## config.mk

```make
export PLATFORM = sky130hd
export DESIGN_NAME = ingress_loader
export DESIGN_NICKNAME = d
export VERILOG_FILES = /design/src/rtl/ingress_pkg.sv /design/src/rtl/ingress_port_ptr.sv /design/src/rtl/ingress_loader.sv
export SDC_FILE = /design/constraint.sdc
export NUM_CORES = 1
export LEC_CHECK = 0
export ABC_AREA = 1
export BUFFER_PORTS_ARGS = -buffer_cell sky130_fd_sc_hd__buf_2
export CAP_MARGIN = 20
export CORE_ASPECT_RATIO = 1.2
export CORE_MARGIN = 2
export CORE_UTILIZATION = 55
export DETAILED_ROUTE_END_ITERATION = 6
export PLACE_DENSITY = 0.79
export SLEW_MARGIN = 0
export SYNTH_ARGS = -nofsm -noshare
export SYNTH_HDL_FRONTEND = slang
export SYNTH_SLANG_ARGS = --single-unit
```

## constraint.sdc

```tcl
create_clock -name clk -period 4.9 [get_ports clk]
set_input_delay 0.735 -clock clk [delete_from_list [all_inputs] [get_ports clk]]
set_output_delay 0.735 -clock clk [all_outputs]
set_load 0.02 [all_outputs]
```

## src/rtl/ingress_pkg.sv

```systemverilog
// Shared definitions for the ingress loader: register map, status bits, FSM states.
// Imported by ingress_loader and ingress_port_ptr.
package ingress_pkg;

    localparam logic [4:0] ADDR_CNT_BASE = 5'd8;
    localparam logic [4:0] ADDR_STATUS   = 5'd16;
    localparam logic [4:0] ADDR_TIMER    = 5'd17;
    localparam logic [4:0] ADDR_CLEAR    = 5'd29;
    localparam logic [4:0] ADDR_RDEN     = 5'd30;
    localparam logic [4:0] ADDR_START    = 5'd31;

    localparam int ST_OVF_LSB  = 0;
    localparam int ST_BUSY     = 8;
    localparam int ST_BUSY_ERR = 9;
    localparam int ST_RDEN     = 10;

    typedef enum logic {
        IDLE = 1'b0,
        BUSY = 1'b1
    } state_t;

endpackage

```

## src/rtl/ingress_port_ptr.sv

```systemverilog
// Per-port write pointer, fill count and sticky overflow flag for one port RAM.
// Ports: req (bus data write to this port), clr (global clear), wr_en/ptr to RAM,
// count (fill level, 0..2^DEPTH_LOG2), overflow (sticky drop flag).
module ingress_port_ptr
    import ingress_pkg::*;
#(
    parameter int DEPTH_LOG2 = 12
) (
    input  logic                  clk,
    input  logic                  reset_n,
    input  logic                  req,
    input  logic                  clr,
    output logic                  wr_en,
    output logic [DEPTH_LOG2-1:0] ptr,
    output logic [DEPTH_LOG2:0]   count,
    output logic                  overflow
);

    localparam logic [DEPTH_LOG2+1:0] CAP =
        (DEPTH_LOG2 + 2)'(1) << DEPTH_LOG2;

    logic                  pend_q;
    logic [DEPTH_LOG2+1:0] used;
    logic                  full;
    logic                  accept;

    // A write accepted last cycle has not reached count yet, so it is
    // counted here to keep back-to-back writes from overfilling.
    assign used   = {1'b0, count} + {{(DEPTH_LOG2 + 1){1'b0}}, pend_q};
    assign full   = (used >= CAP);
    assign accept = req & ~full;

    // A clear in the same cycle cancels the RAM write.
    assign wr_en  = pend_q & ~clr;

    always_ff @(posedge clk or negedge reset_n) begin
        if (!reset_n) begin
            pend_q   <= 1'b0;
            ptr      <= '0;
            count    <= '0;
            overflow <= 1'b0;
        end else begin
            pend_q <= accept;
            if (clr) begin
                ptr      <= '0;
                count    <= '0;
                overflow <= 1'b0;
            end else begin
                if (pend_q) begin
                    count <= count + 1'b1;
                    if (ptr != '1)
                        ptr <= ptr + 1'b1;
                end
                if (req & full)
                    overflow <= 1'b1;
            end
        end
    end

endmodule

```

## src/rtl/ingress_loader.sv

```systemverilog
// Avalon-MM register front end that loads NPORTS external RAMs and starts a scheduler.
// Ports: clk, reset_n; chipselect/write/read/address/writedata/readdata (bus);
// wr_en/wr_addr/wr_data (RAMs); rd_enable, sched_start, sched_done, clr_pulse.
// Optional macro INGRESS_LOADER_TIMER_EN adds a 32-bit BUSY-cycle timer at address 17.
module ingress_loader
    import ingress_pkg::*;
#(
    parameter int NPORTS     = 4,
    parameter int DEPTH_LOG2 = 12,
    parameter int DW         = 32
) (
    input  logic                         clk,
    input  logic                         reset_n,
    input  logic                         chipselect,
    input  logic                         write,
    input  logic                         read,
    input  logic [4:0]                   address,
    input  logic [DW-1:0]                writedata,
    output logic [DW-1:0]                readdata,
    output logic [NPORTS-1:0]            wr_en,
    output logic [NPORTS*DEPTH_LOG2-1:0] wr_addr,
    output logic [DW-1:0]                wr_data,
    output logic                         rd_enable,
    output logic                         sched_start,
    input  logic                         sched_done,
    output logic                         clr_pulse
);

    localparam logic [4:0] NP = 5'(NPORTS);

    state_t state_q;
    state_t state_d;
    logic   busy;
    logic   start_fire;

    logic bus_wr;
    logic bus_rd;
    logic port_wr;
    logic data_wr;
    logic drop_busy;
    logic clr_wr;
    logic rden_wr;
    logic start_wr;
    logic busy_err;

    logic [DEPTH_LOG2:0]   cnt [NPORTS];
    logic [DEPTH_LOG2-1:0] ptr [NPORTS];
    logic [NPORTS-1:0]     ovf;

    logic [31:0]   timer;
    logic [DW-1:0] status;
    logic [DW-1:0] rdata_d;

    assign bus_wr    = chipselect & write;
    assign bus_rd    = chipselect & read;
    assign port_wr   = bus_wr & (address < NP);
    assign data_wr   = port_wr & ~busy;
    assign drop_busy = port_wr & busy;
    assign clr_wr    = bus_wr & (address == ADDR_CLEAR);
    assign rden_wr   = bus_wr & (address == ADDR_RDEN);
    assign start_wr  = bus_wr & (address == ADDR_START);

    // FSM: state register
    always_ff @(posedge clk or negedge reset_n) begin
        if (!reset_n)
            state_q <= IDLE;
        else
            state_q <= state_d;
    end

    // FSM: next state
    always_comb begin
        state_d = state_q;
        unique case (state_q)
            IDLE: if (start_wr)   state_d = BUSY;
            BUSY: if (sched_done) state_d = IDLE;
        endcase
    end

    // FSM: outputs
    always_comb begin
        busy       = (state_q == BUSY);
        start_fire = start_wr & (state_q == IDLE);
    end

    for (genvar k = 0; k < NPORTS; k++) begin : g_port
        ingress_port_ptr #(
            .DEPTH_LOG2(DEPTH_LOG2)
        ) u_ptr (
            .clk     (clk),
            .reset_n (reset_n),
            .req     (data_wr & (address[2:0] == 3'(k))),
            .clr     (clr_wr),
            .wr_en   (wr_en[k]),
            .ptr     (ptr[k]),
            .count   (cnt[k]),
            .overflow(ovf[k])
        );
        assign wr_addr[k*DEPTH_LOG2 +: DEPTH_LOG2] = ptr[k];
    end

    always_ff @(posedge clk or negedge reset_n) begin
        if (!reset_n) begin
            wr_data     <= '0;
            rd_enable   <= 1'b0;
            busy_err    <= 1'b0;
            clr_pulse   <= 1'b0;
            sched_start <= 1'b0;
            readdata    <= '0;
        end else begin
            clr_pulse   <= clr_wr;
            sched_start <= start_fire;
            readdata    <= rdata_d;
            if (data_wr)
                wr_data <= writedata;
            if (rden_wr)
                rd_enable <= writedata[0];
            if (clr_wr)
                busy_err <= 1'b0;
            else if (drop_busy)
                busy_err <= 1'b1;
        end
    end

`ifdef INGRESS_LOADER_TIMER_EN
    always_ff @(posedge clk or negedge reset_n) begin
        if (!reset_n)
            timer <= '0;
        else if (start_fire)
            timer <= '0;
        else if (busy && timer != '1)
            timer <= timer + 1'b1;
    end
`else
    assign timer = '0;
`endif

    always_comb begin
        status = '0;
        status[ST_OVF_LSB +: NPORTS] = ovf;
        status[ST_BUSY]     = busy;
        status[ST_BUSY_ERR] = busy_err;
        status[ST_RDEN]     = rd_enable;
    end

    always_comb begin
        rdata_d = '0;
        if (bus_rd) begin
            unique case (1'b1)
                (address[4:3] == ADDR_CNT_BASE[4:3]): begin
                    for (int k = 0; k < NPORTS; k++)
                        if (address[2:0] == 3'(k))
                            rdata_d = DW'(cnt[k]);
                end
                (address == ADDR_STATUS): rdata_d = status;
                (address == ADDR_TIMER):  rdata_d = DW'(timer);
                default: ;
            endcase
        end
    end

endmodule

```

==> flow_summary_export.csv <==
group,metric,value,unit
setup_path,path_class,"in -> out",
clock_network,clock-sinks,158,
clock_network,cts_setup_buffers,0,
yosys,netlist_instances,1147,
global_route,grt_pass1_vias,7495,
setup_path,cp-start-kind,"primary input",
finish,stdcell_count,1500,
sta,fmax,0.3116,GHz
sta,setup_viol,0,
yosys,async_flop_share,100.0,%
floorplanning,initial_core_util,56.43,%
yosys,yosys_warnings,0,
setup_path,arrival,2.47,ns
routing,vias_per_cell,5.401,
yosys,synth_top_area_share,44.80,%
sta,finalWorstSetupSlack,1.690,ns
yosys,ys_ff_latch,158,
finish,diodes,0,
routing,drt-wirelength-per-cell,14.41,µm
yosys,synthFlopType,"dfrtp_1",
yosys,synth_area_leader_cell,"dfrtp_1",
sta,final_max_slew_viol_count,0,
sta,hold_viol_final,0,
floorplanning,dieHeight,142.8,µm
placement,place_congestion,0.9396,
routing,drcViolationCount,0,
clock_network,cts_buffers,17,
finish,fillers,1338,
sta,worst_slew_pin_slew,0.9888,ns
hold_path,hold_path_class,"in -> async",
yosys,synth-edff-count,0,
placement,dp_hpwl,15440,µm
power,p_per_area,324.0,mW/mm²
yosys,syn_area_per_cell,7.695,µm²
clock_network,cts_resized,0,
global_route,grt_max_degree,90,
run_status,outcome,"complete, no violations",
finish,fin_nets,1338,
finish,area_delta_synth_final,15.08,%
clock_network,htreeDepth,4,
routing,drt_pass1_iterations,6,
clock_network,root_buffer,"clkbuf_16",
setup_path,crit_required,4.16,ns
setup_path,path_max_fanout,17,
floorplanning,fp.dieArea,0.01708,mm²
yosys,synth_cell_types,38,
placement,pre_cts_ws,1.634,ns
setup_path,cp-end-kind,"output pin",
global_route,grt_overflow,0,
clock_network,clock_path_buffers,2,
floorplanning,coreArea,0.01564,mm²
run,max_cap_violations,0,
clock_network,cts.clk_slew.worst_paths,0.07,ns
sta,rsz0062_at_grt,"false",
sta,finalClockSkew,0.009353,ns
placement,io_buffers,142,
clock_network,insertion_delay,0.43,ns
sta,fin_crit_sh,65.50,%
global_route,antenna_found_initial,0,
sta,relSlewSlack,34.00,%
power,ir_worst_vdd,0.2241,mV
sta,min_period,3.210,ns
finish,final_cell_mix,"nand2_1 (342), dfrtp_1 (158), buf_2 (141)",
yosys,ys_seq_area_share,44.80,%
routing,drt_iter0_markers,779,
clock_network,holdBufCountCts,0,
routing,wl,21620,µm
global_route,grt_pass1_wl,35400,µm
routing,antenna_left,0,
global_route,grt_usage,25.73,%
sta,setup-tns-final,0,ns
clock_network,tritoncts,"built",
floorplanning,fp.dieW,119.6,µm
finish,drive_above_1_share,17.65,%
finish,mostFrequentLayoutCell,"nand2_1",
floorplanning,placementRows,50,
placement,dp_cells,1468,
yosys,synthTopCellsByArea,"dfrtp_1 (45%), nand2_1 (15%), nor2_1 (5.0%), inv_1 (4.9%), mux2_2 (4.0%)",
routing,vias,8101,
yosys,syn_area,0.008826,mm²
floorplanning,ios,162,
power,p_leak,0.005057,µW
## power breakdown
part / switching [µW] / internal [µW] / total [µW]
Combinational: 275 / 161 / 436
Sequential: 89.5 / 1410 / 1500
Clock: 617 / 737 / 1350
Total: 982 / 2310 / 3290
## final timing paths
kind	startpoint	endpoint	slack, ns	cells after the start
setup reg to reg	g_port[1].u_ptr.ptr[0]	g_port[1].u_ptr.ptr[5]	2.88	9
max in group asynchronous	reset_n	g_port[1].u_ptr.count[11]	3.48	2
setup / recovery	address[1]	wr_en[2]	1.69	8
hold reg to reg	wr_data[6]	wr_data[6]	0.50	1
min in group clk	sched_done	busy	0.46	2
hold / removal	reset_n	g_port[0].u_ptr.ptr[6]	0.35	1
## stage by stage
step / hold WS [ns] / util [%] / cell area [µm²] / total power [µW]
2_1_floorplan: 0.4394 / - / 8894 / 1792
3_3_place_gp: 0.4788 / 61.05 / 9548 / 1946
3_5_place_dp: 0.4874 / 61.05 / 9548 / 1960
4_1_cts: 0.4019 / 64.94 / 10160 / 3313
5_1_grt: 0.4212 / 64.94 / 10160 / 3430
6_report: 0.3484 / 64.94 / 10160 / 3291
## cell families (layout without fill, tap and decap cells)
logic type               after synthesis  in the layout  synth area share [%]
buffers and inverters                169            296                 9.073
other                                  1             19               0.04249
flip-flops                           158            158                 44.80
AND/OR/NAND/NOR                      612            612                 29.44
XOR/XNOR                              21             21                 2.084
multiplexers                          31             31                 3.955
adder cells (fa/ha/maj)               16             16                 2.268
AO/OA/AOI/OAI                        139            139                 8.336
## flip-flops by register name, summed over array words and instances (netlist names)
signal / flops
rd_enable: 1
busy: 1
g_port.u_ptr.count: 52
g_port.u_ptr.overflow: 4
g_port.u_ptr.ptr: 48
busy_err: 1
clr_pulse: 1
sched_start: 1
g_port.u_ptr.pend_q: 4
readdata: 13
wr_data: 32
## cell usage after synthesis, drive strengths merged, types with 2 or more instances
cell / number
nand2: 350
dfrtp: 158
nor2: 123
inv: 117
o21ai: 86
nand3: 64
buf: 46
a21oi: 34
nand4: 33
mux2: 31
nor3: 25
ha: 16
xor2: 16
nand3b: 8
clkbuf: 5
o22ai: 5
xnor2: 5
a31oi: 4
nor3b: 4
o21bai: 3
a211oi: 2
and3: 2
o21a: 2
or2: 2
## critical path, cell delays in order
cell	delay, ns
buf_2	0.17
inv_1	0.12
nand2_1	0.15
inv_1	0.08
nand4_1	0.69
nand2_1	0.26
inv_1	0.10
buf_2	0.17
## final cells by class
type | count | area [µm²] | area share [%]
Sequential cell | 158 | 3954 | 38.93
Clock inverter | 15 | 183.9 | 1.811
Tap cell | 208 | 260.3 | 2.562
Multi-Input combinational cell | 838 | 4144 | 40.80
Inverter | 118 | 442.9 | 4.361
Timing Repair Buffer | 146 | 747.0 | 7.354
Clock buffer | 17 | 425.4 | 4.188
## routing by layer
layer  vias to the layer above  wire length (µm)  GRT usage [%]
met5                         -                 0              0
met4                         0               541          9.350
met3                        41              1169          4.952
met2                       273             10870          44.57
met1                      3840              9038          32.12
li1                       3947                 -              -
No activity file was read; power rests on OpenSTA's default activity.
